**src/rtl/midi_pkg.sv**
```systemverilog
`default_nettype none
// ============================================================================
//  Module      : midi_pkg
//  Description : Shared types and constants for the MIDI channel-message
//                parser: FSM state type, byte-class type, byte-class range
//                boundaries and the channel-message length function.
//  Ports       : none (package)
//  Revision    : 1.0 - initial release
// ============================================================================
package midi_pkg;

    // Parser FSM states (explicit 2-bit encoding)
    typedef enum logic [1:0] {
        ST_IDLE  = 2'd0,
        ST_DATA1 = 2'd1,
        ST_DATA2 = 2'd2
    } state_t;

    // Classification of a received byte
    typedef enum logic [1:0] {
        CLS_DATA   = 2'd0,
        CLS_CHAN   = 2'd1,
        CLS_SYSCOM = 2'd2,
        CLS_RT     = 2'd3
    } byte_class_t;

    // Lower bounds of the byte-class ranges
    localparam logic [7:0] c_CHAN_BASE   = 8'h80;  // channel messages start
    localparam logic [7:0] c_LEN1_BASE   = 8'hC0;  // program change / aftertouch
    localparam logic [7:0] c_PBEND_BASE  = 8'hE0;  // pitch bend (back to 2 bytes)
    localparam logic [7:0] c_SYSCOM_BASE = 8'hF0;  // system common
    localparam logic [7:0] c_RT_BASE     = 8'hF8;  // realtime

    // Number of data bytes following a channel status byte
    function automatic logic [1:0] msg_len(input logic [7:0] status);
        if ((status >= c_LEN1_BASE) && (status < c_PBEND_BASE)) begin
            return 2'd1;
        end
        return 2'd2;
    endfunction

endpackage
`default_nettype wire

```
**src/rtl/midi_status_decode.sv**
```systemverilog
`default_nettype none
// ============================================================================
//  Module      : midi_status_decode
//  Description : Purely combinational classifier for one received MIDI byte.
//  Ports       : i_byte  - byte to classify
//                o_class - data / channel status / system common / realtime
//                o_len   - data byte count for channel status bytes, else 0
//  Revision    : 1.0 - initial release
// ============================================================================
module midi_status_decode
    import midi_pkg::*;
(
    input  logic [7:0]  i_byte,
    output byte_class_t o_class,
    output logic [1:0]  o_len
);

    always_comb begin
        o_class = CLS_DATA;
        o_len   = 2'd0;
        if (i_byte >= c_RT_BASE) begin
            o_class = CLS_RT;
        end else if (i_byte >= c_SYSCOM_BASE) begin
            o_class = CLS_SYSCOM;
        end else if (i_byte >= c_CHAN_BASE) begin
            o_class = CLS_CHAN;
            o_len   = msg_len(i_byte);
        end
    end

endmodule
`default_nettype wire

```
**src/rtl/midi_msg_parser.sv**
```systemverilog
`default_nettype none
// ============================================================================
//  Module      : midi_msg_parser
//  Description : Assembles MIDI channel messages (0x80-0xEF plus 1 or 2 data
//                bytes) from a byte stream and presents them on a
//                valid/ready output with a one-deep holding register.
//                Realtime bytes are transparent; system common bytes abort
//                the message in progress.
//  Config      : MIDI_RUNNING_STATUS_EN - when defined, the status byte is
//                retained after a message completes so that further data
//                bytes form new messages (running status).
//  Ports       : clk        - system clock, rising edge
//                rst_n      - synchronous active-low reset
//                byte_valid - one-cycle strobe for byte_data
//                byte_data  - received MIDI byte
//                msg_ready  - downstream accepts the pending message
//                msg_valid  - message pending on msg_status/msg_data1/2
//                msg_status - status byte of the pending message
//                msg_data1  - first data byte
//                msg_data2  - second data byte (0 for one-byte messages)
//                overrun    - one-cycle pulse when a message was dropped
//  Revision    : 1.0 - initial release
// ============================================================================
module midi_msg_parser
    import midi_pkg::*;
(
    input  logic       clk,
    input  logic       rst_n,
    input  logic       byte_valid,
    input  logic [7:0] byte_data,
    input  logic       msg_ready,
    output logic       msg_valid,
    output logic [7:0] msg_status,
    output logic [6:0] msg_data1,
    output logic [6:0] msg_data2,
    output logic       overrun
);

`ifdef MIDI_RUNNING_STATUS_EN
    localparam logic c_RUNNING_STATUS = 1'b1;
`else
    localparam logic c_RUNNING_STATUS = 1'b0;
`endif

    byte_class_t w_class;
    logic [1:0]  w_len;

    state_t      r_state, w_state_nxt;
    logic [7:0]  r_cur_status, w_cur_status_nxt;  // 0 means "no status"
    logic [1:0]  r_cur_len, w_cur_len_nxt;
    logic [6:0]  r_part_d1, w_part_d1_nxt;

    logic        w_done;
    logic        w_take_d1;
    logic [6:0]  w_done_d1;
    logic [6:0]  w_done_d2;

    logic        r_msg_valid;
    logic [7:0]  r_msg_status;
    logic [6:0]  r_msg_data1;
    logic [6:0]  r_msg_data2;
    logic        r_overrun;

    midi_status_decode u_decode (
        .i_byte  (byte_data),
        .o_class (w_class),
        .o_len   (w_len)
    );

    // ------------------------------------------------------------------
    // State register
    // ------------------------------------------------------------------
    always_ff @(posedge clk) begin
        if (!rst_n) begin
            r_state      <= ST_IDLE;
            r_cur_status <= 8'h00;
            r_cur_len    <= 2'd0;
            r_part_d1    <= 7'd0;
        end else begin
            r_state      <= w_state_nxt;
            r_cur_status <= w_cur_status_nxt;
            r_cur_len    <= w_cur_len_nxt;
            r_part_d1    <= w_part_d1_nxt;
        end
    end

    // ------------------------------------------------------------------
    // Next-state / assembly logic
    // ------------------------------------------------------------------
    always_comb begin
        w_state_nxt      = r_state;
        w_cur_status_nxt = r_cur_status;
        w_cur_len_nxt    = r_cur_len;
        w_part_d1_nxt    = r_part_d1;
        w_done           = 1'b0;
        w_done_d1        = 7'd0;
        w_done_d2        = 7'd0;
        // A data byte in IDLE only counts as data1 under running status,
        // and only while a status is still held (bit 7 set).
        w_take_d1        = (r_state == ST_DATA1) ||
                           (c_RUNNING_STATUS && (r_state == ST_IDLE) &&
                            r_cur_status[7]);

        if (byte_valid) begin
            unique case (w_class)
                CLS_CHAN: begin
                    w_cur_status_nxt = byte_data;
                    w_cur_len_nxt    = w_len;
                    w_part_d1_nxt    = 7'd0;
                    w_state_nxt      = ST_DATA1;
                end
                CLS_SYSCOM: begin
                    w_cur_status_nxt = 8'h00;
                    w_cur_len_nxt    = 2'd0;
                    w_part_d1_nxt    = 7'd0;
                    w_state_nxt      = ST_IDLE;
                end
                CLS_RT: begin
                    // transparent: nothing changes
                end
                default: begin
                    if (w_take_d1) begin
                        if (r_cur_len == 2'd2) begin
                            w_part_d1_nxt = byte_data[6:0];
                            w_state_nxt   = ST_DATA2;
                        end else begin
                            w_done    = 1'b1;
                            w_done_d1 = byte_data[6:0];
                        end
                    end else if (r_state == ST_DATA2) begin
                        w_done    = 1'b1;
                        w_done_d1 = r_part_d1;
                        w_done_d2 = byte_data[6:0];
                    end
                    if (w_done) begin
                        w_state_nxt   = ST_IDLE;
                        w_part_d1_nxt = 7'd0;
                        if (!c_RUNNING_STATUS) begin
                            w_cur_status_nxt = 8'h00;
                            w_cur_len_nxt    = 2'd0;
                        end
                    end
                end
            endcase
        end
    end

    // ------------------------------------------------------------------
    // Output holding register. A completion landing in the same cycle as
    // acceptance replaces the message and keeps valid high; a completion
    // while the held message is stalled is dropped and flagged.
    // ------------------------------------------------------------------
    always_ff @(posedge clk) begin
        if (!rst_n) begin
            r_msg_valid  <= 1'b0;
            r_msg_status <= 8'h00;
            r_msg_data1  <= 7'd0;
            r_msg_data2  <= 7'd0;
            r_overrun    <= 1'b0;
        end else begin
            r_overrun <= 1'b0;
            if (w_done) begin
                if (!r_msg_valid || msg_ready) begin
                    r_msg_valid  <= 1'b1;
                    r_msg_status <= r_cur_status;
                    r_msg_data1  <= w_done_d1;
                    r_msg_data2  <= w_done_d2;
                end else begin
                    r_overrun <= 1'b1;
                end
            end else if (r_msg_valid && msg_ready) begin
                r_msg_valid <= 1'b0;
            end
        end
    end

    assign msg_valid  = r_msg_valid;
    assign msg_status = r_msg_status;
    assign msg_data1  = r_msg_data1;
    assign msg_data2  = r_msg_data2;
    assign overrun    = r_overrun;

endmodule
`default_nettype wire

```
**config.mk**
```make
export PLATFORM = sky130hd
export DESIGN_NAME = midi_msg_parser
export DESIGN_NICKNAME = d
export VERILOG_FILES = /design/src/rtl/midi_pkg.sv /design/src/rtl/midi_status_decode.sv /design/src/rtl/midi_msg_parser.sv
export SDC_FILE = /design/constraint.sdc
export NUM_CORES = 1
export LEC_CHECK = 0
export CAP_MARGIN = 30
export CORE_MARGIN = 1.5
export CORE_UTILIZATION = 55
export CTS_CLUSTER_SIZE = 28
export DETAILED_ROUTE_END_ITERATION = 6
export MAX_ROUTING_LAYER = met4
export PLACE_DENSITY = 0.86
export SLEW_MARGIN = 20
export SYNTH_ARGS = -nofsm -noshare
export SYNTH_HDL_FRONTEND = slang
export SYNTH_SLANG_ARGS = --single-unit
```
**constraint.sdc**
```tcl
create_clock -name clk -period 6.2 [get_ports clk]
set_input_delay 1.24 -clock clk [delete_from_list [all_inputs] [get_ports clk]]
set_output_delay 1.24 -clock clk [all_outputs]
set_load 0.01 [all_outputs]
```
# Word-level counts from Yosys, hierarchy flattened
# Index checks and enable logic that the tools add are counted.
# word_totals
elab_cells	84
regBits	43
inputBits	12
# classes
bitwise_logic	1
n_lt_le_gt_ge	5
n_reduce_logical	18
eq_ne	7
mux	44
# ops
operator	n
two-way mux 7 bit	12
>= comparator 8 bit (second input constant)	4
case mux 8 bit (3 select lines)	1
two-way mux 2 bit	11
two-way mux 1 bit	16
case mux 7 bit (2 select lines)	1
case mux 2 bit (3 select lines)	2
nonzero test 3 bit	3
equality test 2 bit (second input constant)	4
less-than comparator 8 bit (second input constant)	1
two-way mux 8 bit	1
AND reduction 4 bit	2
nonzero test 4 bit	2
AND reduction 2 bit	3
equality test 2 x 1 -> 1 bit (second input constant)	2
AND reduction 3 bit	1
OR reduction 3 bit	1
logical AND 1 bit	2
inequality test 2 x 1 -> 1 bit (second input constant)	1
nonzero test 2 bit	1
OR reduction 2 bit	1
zero test 1 bit	1
logical OR 1 bit	1
NOT 1 bit	1

# Longest topological paths before layout
# Gate-level depths: netlist of the first run.
# logic_depth
ltp_word	12
ltp_mapped	11

# Modules after synthesis
# Synthesis of the first run repeated with hierarchy kept, for this count alone.
# unflattened
hier_cells	227
area_unflattened_um2	2006.9
# modules_own_cells
module	area_each_um2	instances	cells_each	seq_area_each_um2
midi_msg_parser	1965.6	1	219	860.8
midi_status_decode	41.3	1	8	0.0

# Least setup slack after synthesis of the first run
# OpenSTA, ideal clock, no wires.
# synth_path
kind	input to register
start	input byte_data[7]
end	register r_msg_data2[0] (netlist: msg_data2[0])
arrival_ns	3.020
cell_stages	10
required_ns	6.128
setup_slack_ns	3.109
path_cell_list	nand4_1 a21oi_1 ha_1 buf_2 nand2_1 nor2_1 and2_1 buf_2 buf_4 mux2i_1
# synth_between
elab_chain_len	9
# synth_lines
item	line	rtl
start: declaration	midi_msg_parser.sv:30	input logic [7:0] byte_data,
>= comparator 8 bit	midi_status_decode.sv:25	end else if (i_byte >= c_CHAN_BASE) begin
two-way mux 1 bit	midi_status_decode.sv:25	
two-way mux 2 bit	midi_status_decode.sv:23	end else if (i_byte >= c_SYSCOM_BASE) begin
two-way mux 2 bit *	midi_status_decode.sv:21	if (i_byte >= c_RT_BASE) begin
equality test 2 bit / equality test 2 x 1 -> 1 bit (equally long branches)	midi_msg_parser.sv:105	unique case (w_class)
OR reduction 3 bit (no source line) *	-	
two-way mux 1 bit	midi_msg_parser.sv:105	
two-way mux 1 bit	midi_msg_parser.sv:104	if (byte_valid) begin
AND reduction 2 bit (no source line)	-	
end signal: assignment	midi_msg_parser.sv:167	r_msg_data2 <= w_done_d2;
end: declaration	midi_msg_parser.sv:61	logic [6:0] r_msg_data2;
# Every way passes the cells marked *; elsewhere a longest branch is shown, timed or not.
# A chain may end at the register's enable or synchronous reset.

# Final worst setup path of the first run
# layout_path
start	input byte_data[6]
end	register r_msg_data2[5] (netlist: msg_data2[5])
# The elaborated chain is that of the path after synthesis.

==> results of run 1 <==
==> kinds of logic (layout without fill, tap and decap cells) <==
group | Yosys count | in the layout
AOI/OAI and AO/OA | 30 | 30
muxes | 25 | 25
buffers and inverters | 22 | 48
DFF | 43 | 43
and+or+nand+nor | 85 | 85
adders and majority gates | 4 | 4
==> per-layer routing <==
metal,routed length (um),global-route usage,vias to the layer above
met1,1770,0.297,750
met2,1900,0.367,71
met4,105,0.119,0
met3,298,0.0735,13
li1,-,-,780
met5,0,-,-
==> area by class of cell <==
type	count	area (um^2)	share of cell area
clock buffer	5	37.5	0.0163
clock inverter	3	67.6	0.0293
inverter	5	18.8	0.00814
multi-input combinational	144	917	0.398
sequential	43	861	0.374
tap	46	57.6	0.0250
timing repair buffer	35	345	0.150
==> worst max-delay path: cells and delay by family <==
family                     cells  cell delay, ns
muxes                          1            0.26
AOI/OAI and AO/OA              1            0.31
and+or+nand+nor                4            1.52
buffers and inverters          1            0.65
adders and majority gates      1            0.35
==> power groups by stage <==
stage	clock network [mW]	registers, mW	logic, mW
floorplan	0	0.295	0.0472
global placement	0	0.295	0.0665
detailed placement	0	0.295	0.0675
CTS	0.221	0.289	0.0678
global route	0.235	0.290	0.0740
finish	0.221	0.289	0.0682
==> Yosys cell counts (all sizes together) (3+ instances only) <==
| master | n |
|---|---|
| nand2 | 47 |
| dfxtp | 43 |
| mux2i | 25 |
| nand3 | 15 |
| a21oi | 9 |
| buf | 9 |
| clkbuf | 8 |
| nand4 | 8 |
| a311oi | 7 |
| o22ai | 7 |
| ha | 4 |
| inv | 4 |
| nand2b | 3 |
| nor2 | 3 |
| nor2b | 3 |
==> flip-flops by register name, summed over array words and instances, names as in the netlist <==
| register | cells |
|---|---|
| msg_data1 | 7 |
| msg_data2 | 7 |
| msg_status | 8 |
| msg_valid | 1 |
| overrun | 1 |
| r_cur_len | 2 |
| r_cur_status | 8 |
| r_part_d1 | 7 |
| r_state | 2 |
==> path summary, 6_finish.rpt <==
kind | start | to | slack (ns) | depth (start not counted)
hold / removal | msg_status[7]$_SDFFE_PN0P_ | msg_status[7]$_SDFFE_PN0P_ | 0.47 | 2
setup / recovery | byte_data[6] | msg_data2[5]$_SDFFE_PN0P_ | 2.17 | 8
hold reg to reg | msg_status[7]$_SDFFE_PN0P_ | msg_status[7]$_SDFFE_PN0P_ | 0.47 | 2
setup reg to reg | r_cur_len[0]$_SDFFE_PN0P_ | msg_data2[5]$_SDFFE_PN0P_ | 4.24 | 4
==> reports/metrics.cfg, run 1 <==
[timing]
worst_pin_slew_ns = 0.898
hold_slack_ns = 0.465
rsz0062_at_grt = false
layout_setup_ws_ns = 2.17
layout_min_cycle_time_ns = 4.03
finalSetupViolCount = 0
final.setup.tns_ns = 0
finalCritPeriodShare = 0.650
hold_viol_final = 0
clock_skew_ns = 0.00794
clock.fmax_mhz = 248
slew-limit-headroom = 0.402
drv_slew = 0

[yosys]
syn_inst = 209
netlist_area_um2 = 1890
synthTopCellsByArea = dfxtp_1 (45%), mux2i_1 (13%), nand2_1 (9.3%), nand3_1 (4.0%), a311oi_1 (3.2%)
netlist.area_leader.share = 0.455
synth_compound_area_frac = 0.114
synth_top_family_by_area = simple AND/OR/NAND/NOR gates
synthArstFlopShare = 0
synth_nets = 225
avgSynthCellArea_um2 = 9.06
yosys.area_share.simple = 0.212
synth_mux_area_frac = 0.132
synth_fa_ha_area_frac = 0.0264
yosysSeqAreaShare = 0.455
ys_ff_latch = 43
yosysWarnings = 0
post-synth-top-area-cell = dfxtp_1
synth_flop_cell = dfxtp_1
ys_types = 31
synth_xor_area_frac = 0
synth_edf_count = 0

[clock_network]
clkLatencyLatePin_ns = 0.37
htree_levels = 2
post_cts_buffers = 0
cts_resized = 0
root_buffer = clkbuf_4
cts_tree = done
cts_buffers = 5
cts_buffer_depth = 2
cts.clk_slew.worst_paths_ns = 0.13
cts_num_sinks = 43
holdBufCountCts = 0

[routing]
drt-total-wl_um = 4070
drc = 0
vias = 1614
routedWlPerCell_um = 14.5
vias_per_cell = 5.74
drtAntennaViolNets = 0
drtIter0Drc = 82
firstDrtPassIters = 5

[floorplan]
ioPinCount = 36
die_w_um = 61.7
core_um2 = 3310
rows = 21
floorplan.initialDensity = 0.572
dieArea_um2 = 3800
die-height_um = 61.7

[global_routing]
antenna_found_initial = 0
grt_pass1_wl_um = 6450
grt_pass1_vias = 1414
overflow = 0
grt_usage = 0.244
grt_start_max_net_pins = 57

[critical_path]
required_ns = 6.50
crit_slowest_cell = clkdlybuf4s50_1
cp_cell_sequence = clkdlybuf4s50_1 > nand4_1 > a21oi_1 > ha_1 > nand2_1 > nor2_1 > and2_1 > mux2i_1
crit_type = in2reg
arrival_ns = 4.33
cp_max_fo = 14
cp-end-kind = flip-flop
start_kind = primary input
slowest_delay_ns = 0.65

[placed_design]
placedCellCount = 273
gp_congestion = 0.933
dp_hpwl_um = 2760
postPlaceCellArea_um2 = 2200
io_buffers = 35
place_ws_ns = 1.85

[cells_and_area]
nets = 250
n_antenna_cell = 0
synthToLayoutAreaGrowth_pct = 21.7
utilization = 0.696
layout_commonest_cell = nand2_1
nFillCells = 275
fin_area_um2 = 2300
instances_no_fill = 281
layout-drive-gt1-share = 0.0596
final_cell_mix = nand2_1 (47), dfxtp_1 (43), clkdlybuf4s50_1 (34), mux2i_1 (25), nand3_1 (15)

[power_and_ir_drop]
p_per_area_nw_per_um2 = 251
p_total_mw = 0.578
power.switching_mw = 0.140
power_frac_seq = 0.500
p_int_mw = 0.438
pwr-share-clk = 0.382
p_comb_frac = 0.118
swShare = 0.242
p_leak_nw = 0.845
vdd_drop_max_mv = 0.155

[outcome]
status = complete, no violations

[job]
maxCapViolCount = 0

[hold_path]
hp-class = reg2reg

Note: power is estimated with default switching activity, not from simulation.
==> inputs of run 2 (changes only) <==
--- a/config.mk
+++ b/config.mk
@@ -7,11 +7,11 @@
 export LEC_CHECK = 0
 export CAP_MARGIN = 30
 export CORE_MARGIN = 1.5
-export CORE_UTILIZATION = 55
+export CORE_UTILIZATION = 51
 export CTS_CLUSTER_SIZE = 28
 export DETAILED_ROUTE_END_ITERATION = 6
 export MAX_ROUTING_LAYER = met4
-export PLACE_DENSITY = 0.86
+export PLACE_DENSITY = 0.81
 export SLEW_MARGIN = 20
 export SYNTH_ARGS = -nofsm -noshare
 export SYNTH_HDL_FRONTEND = slang
==> constraint.sdc (replaced) <==
create_clock -name clk -period 3.8 [get_ports clk]
set_input_delay 0.76 -clock clk [delete_from_list [all_inputs] [get_ports clk]]
set_output_delay 0.76 -clock clk [all_outputs]
set_load 0.01 [all_outputs]
==> run 2 against run 1 <==
Effect of this change: first-iteration DRC count grew 34%; die area up 7.4%; utilization fell by 2.0 points; sequential share of layout area down 0.34 points; setup slack worse by 1.5 ns; clock power increased by 24%; global-route usage fell by 2.3 points; final area rose by 0.92%; critical path depth unchanged; count of clock-buffer cells in the layout is 2 higher; critical endpoint is now msg_status[5]$_SDFFE_PN0P_.
==> reports/metrics.cfg, run 2 (synthesis gave the netlist of run 1 again) <==
[critical_path]
arrival_ns = 3.32
required_ns = 3.97
critical_path.top_delay_family = simple AND/OR/NAND/NOR gates
crit_type = in2reg
cp_max_fo = 9
start_kind = primary input
slowest_delay_ns = 0.58
crit_top_cell = nand2_1
cp-end-kind = flip-flop
cp_cell_sequence = clkdlybuf4s50_1 > nand4_1 > a21oi_1 > ha_1 > nand2_1 > nor2_1 > nand2_1 > mux2i_1
crit_slowest_cell = clkdlybuf4s50_1
crit_buf_inv = 1

[timing]
finalSetupViolCount = 0
clock_skew_ns = 0.00408
slew-limit-headroom = 0.609
drv_slew = 0
finalCritPeriodShare = 0.828
clock.fmax_mhz = 318
hold_viol_final = 0
final.setup.tns_ns = 0
rsz0062_at_grt = false
layout_setup_ws_ns = 0.655
worst_pin_slew_ns = 0.586
layout_min_cycle_time_ns = 3.14
hold_slack_ns = 0.460

[routing]
drc = 0
vias = 1572
drtIter0Drc = 110
routedWlPerCell_um = 14.2
drt-total-wl_um = 4080
drtAntennaViolNets = 0
firstDrtPassIters = 4
vias_per_cell = 5.48

[placed_design]
dp_hpwl_um = 2920
place_ws_ns = 0.391
io_buffers = 35
gp_congestion = 0.955
placedCellCount = 279

[floorplan]
rows = 21
core_um2 = 3440
ioPinCount = 36
die_w_um = 63.9
floorplan.initialDensity = 0.550
die-height_um = 63.9
dieArea_um2 = 4090

[cells_and_area]
layout-drive-gt1-share = 0.0747
nFillCells = 306
seq_area_um2 = 861
multi_input_area_um2 = 917
final_cell_mix = nand2_1 (47), dfxtp_1 (43), clkdlybuf4s50_1 (34), mux2i_1 (25), nand3_1 (15)
instances_no_fill = 287
synthToLayoutAreaGrowth_pct = 22.9
layout_commonest_cell = nand2_1
n_antenna_cell = 0
nets = 256

[clock_network]
holdBufCountCts = 0
cts_buffers = 5
cts.clk_slew.worst_paths_ns = 0.07
root_buffer = clkbuf_8
cts_tree = done
post_cts_buffers = 0
htree_levels = 2
clkLatencyLatePin_ns = 0.30
cts_num_sinks = 43
cts_resized = 0
cts_buffer_depth = 2

[outcome]
status = complete, no violations

[global_routing]
overflow = 0
grt_usage = 0.222
antenna_found_initial = 0
grt_pass1_vias = 1462
grt_start_max_net_pins = 42
grt_pass1_wl_um = 6690

[job]
maxCapViolCount = 0

[power_and_ir_drop]
p_per_area_nw_per_um2 = 369
p_leak_nw = 0.866
p_total_mw = 0.859
vdd_drop_max_mv = 0.244

[hold_path]
hp-class = reg2reg

[run 2: cell count changes in the layout (fill, tap and decap cells not counted)]
| cell | change |
|---|---|
| clkinv_2 | +1 |
| bufinv_16 | -2 |
| clkinvlp_4 | -1 |
| clkbuf_8 | +5 |
| buf_4 | +6 |
| clkbuf_1 | +2 |
| clkbuf_4 | -5 |
[run 2: cell type report]
type,count,area share
tap,46,0.0247
multi-input combinational,144,0.394
clock buffer,7,0.0328
clock inverter,1,0.00215
timing repair buffer,41,0.168
inverter,5,0.00807
sequential,43,0.370
[run 2: path summary, 6_finish.rpt]
kind                                    from                    endpoint  slack (ns)  cells after the start
hold / removal    msg_status[3]$_SDFFE_PN0P_  msg_status[3]$_SDFFE_PN0P_        0.46                      2
hold reg to reg   msg_status[3]$_SDFFE_PN0P_  msg_status[3]$_SDFFE_PN0P_        0.46                      2
setup reg to reg   r_cur_len[0]$_SDFFE_PN0P_   r_part_d1[3]$_SDFFE_PN0P_        2.02                      4
setup / recovery                byte_data[6]  msg_status[5]$_SDFFE_PN0P_        0.66                      8
[run 2: stage by stage]
step	cell area, um^2	util
2_1_floorplan	1890	-
3_3_place_gp	2240	0.652
3_5_place_dp	2240	0.652
4_1_cts	2330	0.676
5_1_grt	2330	0.676
6_report	2330	0.676
[run 2: worst min-delay path: cells and delay by family, from the launching register on]
| family | cells | cell delay (ns) |
|---|---|---|
| mux | 1 | 0.05 |
| flops | 1 | 0.31 |
| simple gates | 1 | 0.05 |
[run 2: layer usage]
metal	vias to the layer above	GRT usage	wire length, um
li1	786	-	-
met1	731	0.277	1870
met2	49	0.345	1870
met3	6	0.0423	249
met4	0	0.106	86
met5	-	-	0
[run 2: where the power goes]
| part | leakage [nW] | switching, mW | internal, mW |
|---|---|---|---|
| clock | 0.0422 | 0.144 | 0.129 |
| combinational | 0.476 | 0.0660 | 0.0494 |
| sequential | 0.348 | 0.00685 | 0.464 |
| total | 0.866 | 0.217 | 0.642 |
==> inputs of run 3 (changes only) <==
--- a/config.mk
+++ b/config.mk
@@ -7,11 +7,11 @@
 export LEC_CHECK = 0
 export CAP_MARGIN = 30
 export CORE_MARGIN = 1.5
-export CORE_UTILIZATION = 51
+export CORE_UTILIZATION = 46
 export CTS_CLUSTER_SIZE = 28
 export DETAILED_ROUTE_END_ITERATION = 6
 export MAX_ROUTING_LAYER = met4
-export PLACE_DENSITY = 0.81
+export PLACE_DENSITY = 0.77
 export SLEW_MARGIN = 20
 export SYNTH_ARGS = -nofsm -noshare
 export SYNTH_HDL_FRONTEND = slang
==> constraint.sdc (replaced) <==
create_clock -name clk -period 2.6 [get_ports clk]
set_input_delay 0.52 -clock clk [delete_from_list [all_inputs] [get_ports clk]]
set_output_delay 0.52 -clock clk [all_outputs]
set_load 0.01 [all_outputs]
==> run 3 against run 2 <==
Effect of this change: sequential share of layout area decreased by 1.9 points; critical path depth increased by 1; final area increased by 5.5%; combinational power increased by 65%; cell count increased by 6.3%; setup slack got worse by 0.54 ns; first-iteration DRC count increased by 23%; global-route usage decreased by 0.25 points; critical endpoint is now r_part_d1[3]$_SDFFE_PN0P_.
==> reports/metrics.cfg, run 3 (synthesis gave the netlist of run 1 again) <==
[outcome]
status = complete, no violations

[clock_network]
cts.clk_slew.worst_paths_ns = 0.08
post_cts_buffers = 0
cts_num_sinks = 43
cts_buffers = 5
holdBufCountCts = 0
cts_resized = 0
root_buffer = clkbuf_8
cts_tree = done
clkLatencyLatePin_ns = 0.30
htree_levels = 2
cts_buffer_depth = 2

[routing]
drc = 0
drt-total-wl_um = 4330
drtAntennaViolNets = 0
vias_per_cell = 5.47
routedWlPerCell_um = 14.2
firstDrtPassIters = 5
drtIter0Drc = 135
vias = 1668

[cells_and_area]
nets = 270
layout_commonest_cell = nand2_1
final_cell_mix = nand2_1 (47), dfxtp_1 (43), clkdlybuf4s50_1 (35), mux2i_1 (25), buf_4 (19)
seq_area_um2 = 861
synthToLayoutAreaGrowth_pct = 29.6
n_antenna_cell = 0
multi_input_area_um2 = 917
nFillCells = 357
layout-drive-gt1-share = 0.122

[timing]
layout_min_cycle_time_ns = 2.49
finalSetupViolCount = 0
hold_viol_final = 0
rsz0062_at_grt = false
worst_pin_slew_ns = 0.378
clock.fmax_mhz = 402
slew-limit-headroom = 0.747
drv_slew = 0
finalCritPeriodShare = 0.957
hold_slack_ns = 0.461
clock_skew_ns = 0.00797

[power_and_ir_drop]
p_per_area_nw_per_um2 = 524
p_total_mw = 1.29
vdd_drop_max_mv = 0.319
p_leak_nw = 0.936

[floorplan]
rows = 23
die-height_um = 67.2
floorplan.initialDensity = 0.477
die_w_um = 67.2
ioPinCount = 36
core_um2 = 3970
dieArea_um2 = 4510

[hold_path]
hp-class = reg2reg
min-delay-start = msg_data2[4]$_SDFFE_PN0P_
whs_endpoint = msg_data2[4]$_SDFFE_PN0P_
min_delay_path_depth = 2

[global_routing]
grt_pass1_vias = 1520
grt_start_max_net_pins = 29
grt_usage = 0.219
overflow = 0
antenna_found_initial = 0
grt_pass1_wl_um = 7060

[critical_path]
required_ns = 2.82
start_kind = primary input
arrival_ns = 2.70
crit_type = in2reg
cp_cell_sequence = clkdlybuf4s50_1 > nand4_1 > a21oi_1 > inv_1 > ha_1 > inv_1 > o311a_2 > or3b_1 > o32ai_2
cp-end-kind = flip-flop
reg2reg_from = r_cur_len[0]$_SDFFE_PN0P_
crit_top_cell = inv_1
crit_slowest_cell = clkdlybuf4s50_1
reg2reg_to = r_part_d1[3]$_SDFFE_PN0P_
critPathLaunch = byte_data[7]
r2r_slack_ns = 0.81
slowest_delay_ns = 0.51
cp_max_fo = 8
rr_worst_depth = 4

[placed_design]
dp_hpwl_um = 3060
gp_congestion = 0.938
io_buffers = 35

[job]
maxCapViolCount = 0

## run 3: cell types whose count changed in the layout (fill, tap and decap cells not counted)
| cell | delta |
|---|---|
| buf_12 | +1 |
| buf_2 | -1 |
| clkdlybuf4s50_1 | +1 |
| buf_4 | +13 |
## run 3: metal layers
metal	wire length, um	global-route usage	up-vias
met4	155	0.130	0
met5	0	-	-
met2	1920	0.322	58
met1	1980	0.266	780
met3	266	0.0633	13
li1	-	-	817
## run 3: area by class of cell
cell class              count  share of cell area
repair buffers             55               0.209
clock buffers               7              0.0311
multi-input cells         144               0.374
clock inverters             1             0.00204
flip-flops and latches     43               0.351
inverters                   5             0.00765
well taps                  50              0.0255
## run 3: where the power goes
| part | total [mW] | internal [mW] | switching, mW |
|---|---|---|---|
| sequential | 0.688 | 0.678 | 0.0102 |
| combinational | 0.190 | 0.0888 | 0.101 |
| clock | 0.409 | 0.189 | 0.220 |
## run 3: worst max path at each step
stage	end	cells past startpoint	slack [ns]
6_report	r_part_d1[3]$_SDFFE_PN0P_	9	0.11
3_3_place_gp	r_part_d1[3]$_SDFFE_PN0P_	9	-0.07
2_1_floorplan	msg_data2[0]$_SDFFE_PN0P_	10	0.23
4_1_cts	r_part_d1[3]$_SDFFE_PN0P_	9	0.17
3_5_place_dp	r_part_d1[3]$_SDFFE_PN0P_	9	-0.15
5_1_grt	r_part_d1[3]$_SDFFE_PN0P_	9	0.03
## run 3: stage by stage
stage	setup WS, ns	setup TNS, ns	util	area [um^2]	cells
detailed placement	-0.153	-0.852	0.597	2370	297
finish	0.113	0	0.618	2450	305
floorplan	0.229	0	-	1890	209
global placement	-0.0718	-0.271	0.597	2370	297
CTS	0.168	0	0.618	2450	305
global route	0.0263	0	0.618	2450	305
## run 3: critical path, delay by kind of cell
family | cells | cell delay [ns]
AOI/OAI and AO/OA | 3 | 0.64
adders and majority gates | 1 | 0.21
buffers and inverters | 3 | 0.66
and+or+nand+nor | 2 | 0.67
==> variant (config.mk and constraints of run 3) <==
Encoding of `state_t`: now one-hot (3 bits for 3 states).
--- a/src/rtl/midi_pkg.sv
+++ b/src/rtl/midi_pkg.sv
@@ -10,10 +10,10 @@
 package midi_pkg;
 
     // Parser FSM states (explicit 2-bit encoding)
-    typedef enum logic [1:0] {
-        ST_IDLE  = 2'd0,
-        ST_DATA1 = 2'd1,
-        ST_DATA2 = 2'd2
+    typedef enum logic [2:0] {
+        ST_IDLE  = 3'b001,
+        ST_DATA1 = 3'b010,
+        ST_DATA2 = 3'b100
     } state_t;
 
     // Classification of a received byte
Check against the original RTL: same outputs for any inputs over 4 cycles, from zero or initial values and one cycle with rst_n low; so few cycles prove little.
==> variant against run 3 <==
  * Design area grew 3.9%
  * Register-to-register slack better by 0.04 ns
  * Synthesized cell count is 3.3% higher
  * Clock skew shrank 0.0059 ns
  * Sequential cell count up 1
  * Routed wire length increased by 8.3%
  * Core utilization rose by 1.5 points
  * Non-clock buffer count increased by 1
  * Cell count is 3.0% higher
  * Setup slack improved by 0.17 ns
  * Synthesized area grew 2.4%
  * Power down 4.2%
  * Critical path type unchanged
  * Highest routed layer unchanged
==> variant: results <==
export IMPL_vias=1806
export IMPL_clock_skew_ns=0.00206
export IMPL_drive_gt1_share_pct=13.3
export IMPL_synth_area_leaders="dfxtp_1, a21oi_1, a22oi_1"
export IMPL_synthMuxAreaShare_pct=5.16
export IMPL_routed_wirelength_microns=4680
export IMPL_nNetsFinal=280
export IMPL_leakagePower_uw=0.000905
export IMPL_ys_warn_count=0
export IMPL_gp_routability_congestion=0.885
export IMPL_grt_pass1_vias=1556
export IMPL_peakVddDrop_mv=0.206
export IMPL_arrival_ns=2.51
export IMPL_cp_max_fo=9
export IMPL_run_status="complete, no violations"
export IMPL_cts_reportedPaths_clkPinSlew_ns=0.08
export IMPL_cts_buffers=5
export IMPL_synth_common_cells="dfxtp_1, a21oi_1, nand3_1, o21ai_0"
export IMPL_hpwl_microns=3240
export IMPL_fillers=345
export IMPL_cts_root_buf="clkbuf_8"
export IMPL_synth_xor_area_share_pct=0.452
export IMPL_pre_cts_ws_ns=-0.0335
export IMPL_mappedNetlistNets=232
export IMPL_hold_class="flip-flop to flip-flop"
export IMPL_drtIter0Drc=154
export IMPL_grt_max_degree=32
export IMPL_seq_area_frac_synth_pct=45.4
export IMPL_placed_cell_area_sq_um=2470
export IMPL_synth_compound_area_share_pct=22.1
export IMPL_ys_types=38
export IMPL_grt_pass1_wl_microns=7430
export IMPL_synthAdderAreaFrac_pct=2.58
export IMPL_antenna_found_initial=0
export IMPL_firstDrtPassIters=6
export IMPL_max_slew_margin_pct=47.1
export IMPL_grt_util_all_layers_pct=22.7
-- variant: final timing paths --
check	from	to	slack, ns	depth (start not counted)
hold reg to reg	r_cur_status[3]	r_cur_status[3]	0.47	2
setup / recovery	byte_data[7]	r_part_d1[2]	0.28	10
hold / removal	r_cur_status[3]	r_cur_status[3]	0.47	2
setup reg to reg	r_state[1]	msg_status[3]	0.85	5
-- variant: area by class of cell --
| class | count | area (sq um) | area share, % |
|---|---|---|---|
| clock buffer | 6 | 72.6 | 2.85 |
| clock inverter | 1 | 5.00 | 0.196 |
| inverter | 6 | 22.5 | 0.883 |
| multi-input combinational | 151 | 961 | 37.7 |
| sequential | 44 | 881 | 34.5 |
| tap | 50 | 62.6 | 2.45 |
| timing repair buffer | 56 | 546 | 21.4 |
-- variant: per-layer routing --
metal / vias up / part of all wire (%) / global-route usage [%]
li1: 883 / - / -
met1: 849 / 45 / 28.5
met2: 63 / 47 / 34.2
met3: 11 / 6.3 / 6.25
met4: 0 / 2.1 / 9.75
met5: - / 0 / -
-- variant: kinds of logic after synthesis --
group / after synthesis
buf+inv: 21
compound gates: 68
mux: 10
simple gates: 68
xor+xnor: 1
flops: 44
fa+ha+maj: 4
-- variant: power by group --
group          internal, uW  switching (uW)
clock                   183             228
sequential              680            5.65
combinational          60.2            75.9
-- variant: metrics by stage --
stage / std cells / utilization [%] / TNS, ns / power (uW)
2_1_floorplan: 216 / - / 0 / 771
4_1_cts: 314 / 63.3 / 0 / 1240
6_report: 314 / 63.3 / 0 / 1230
3_3_place_gp: 307 / 61.4 / 0 / 836
3_5_place_dp: 307 / 61.4 / -0.216 / 837
5_1_grt: 314 / 63.3 / 0 / 1280
-- variant: worst max-delay path, stage by stage --
cell and delay [ns]:
clkdlybuf4s50_1 0.52, nand4_1 0.15, a21oi_1 0.23, inv_1 0.09, ha_1 0.23, nor3b_1 0.26, a21oi_2 0.12, buf_12 0.15
a22oi_1 0.19, nor2_1 0.05
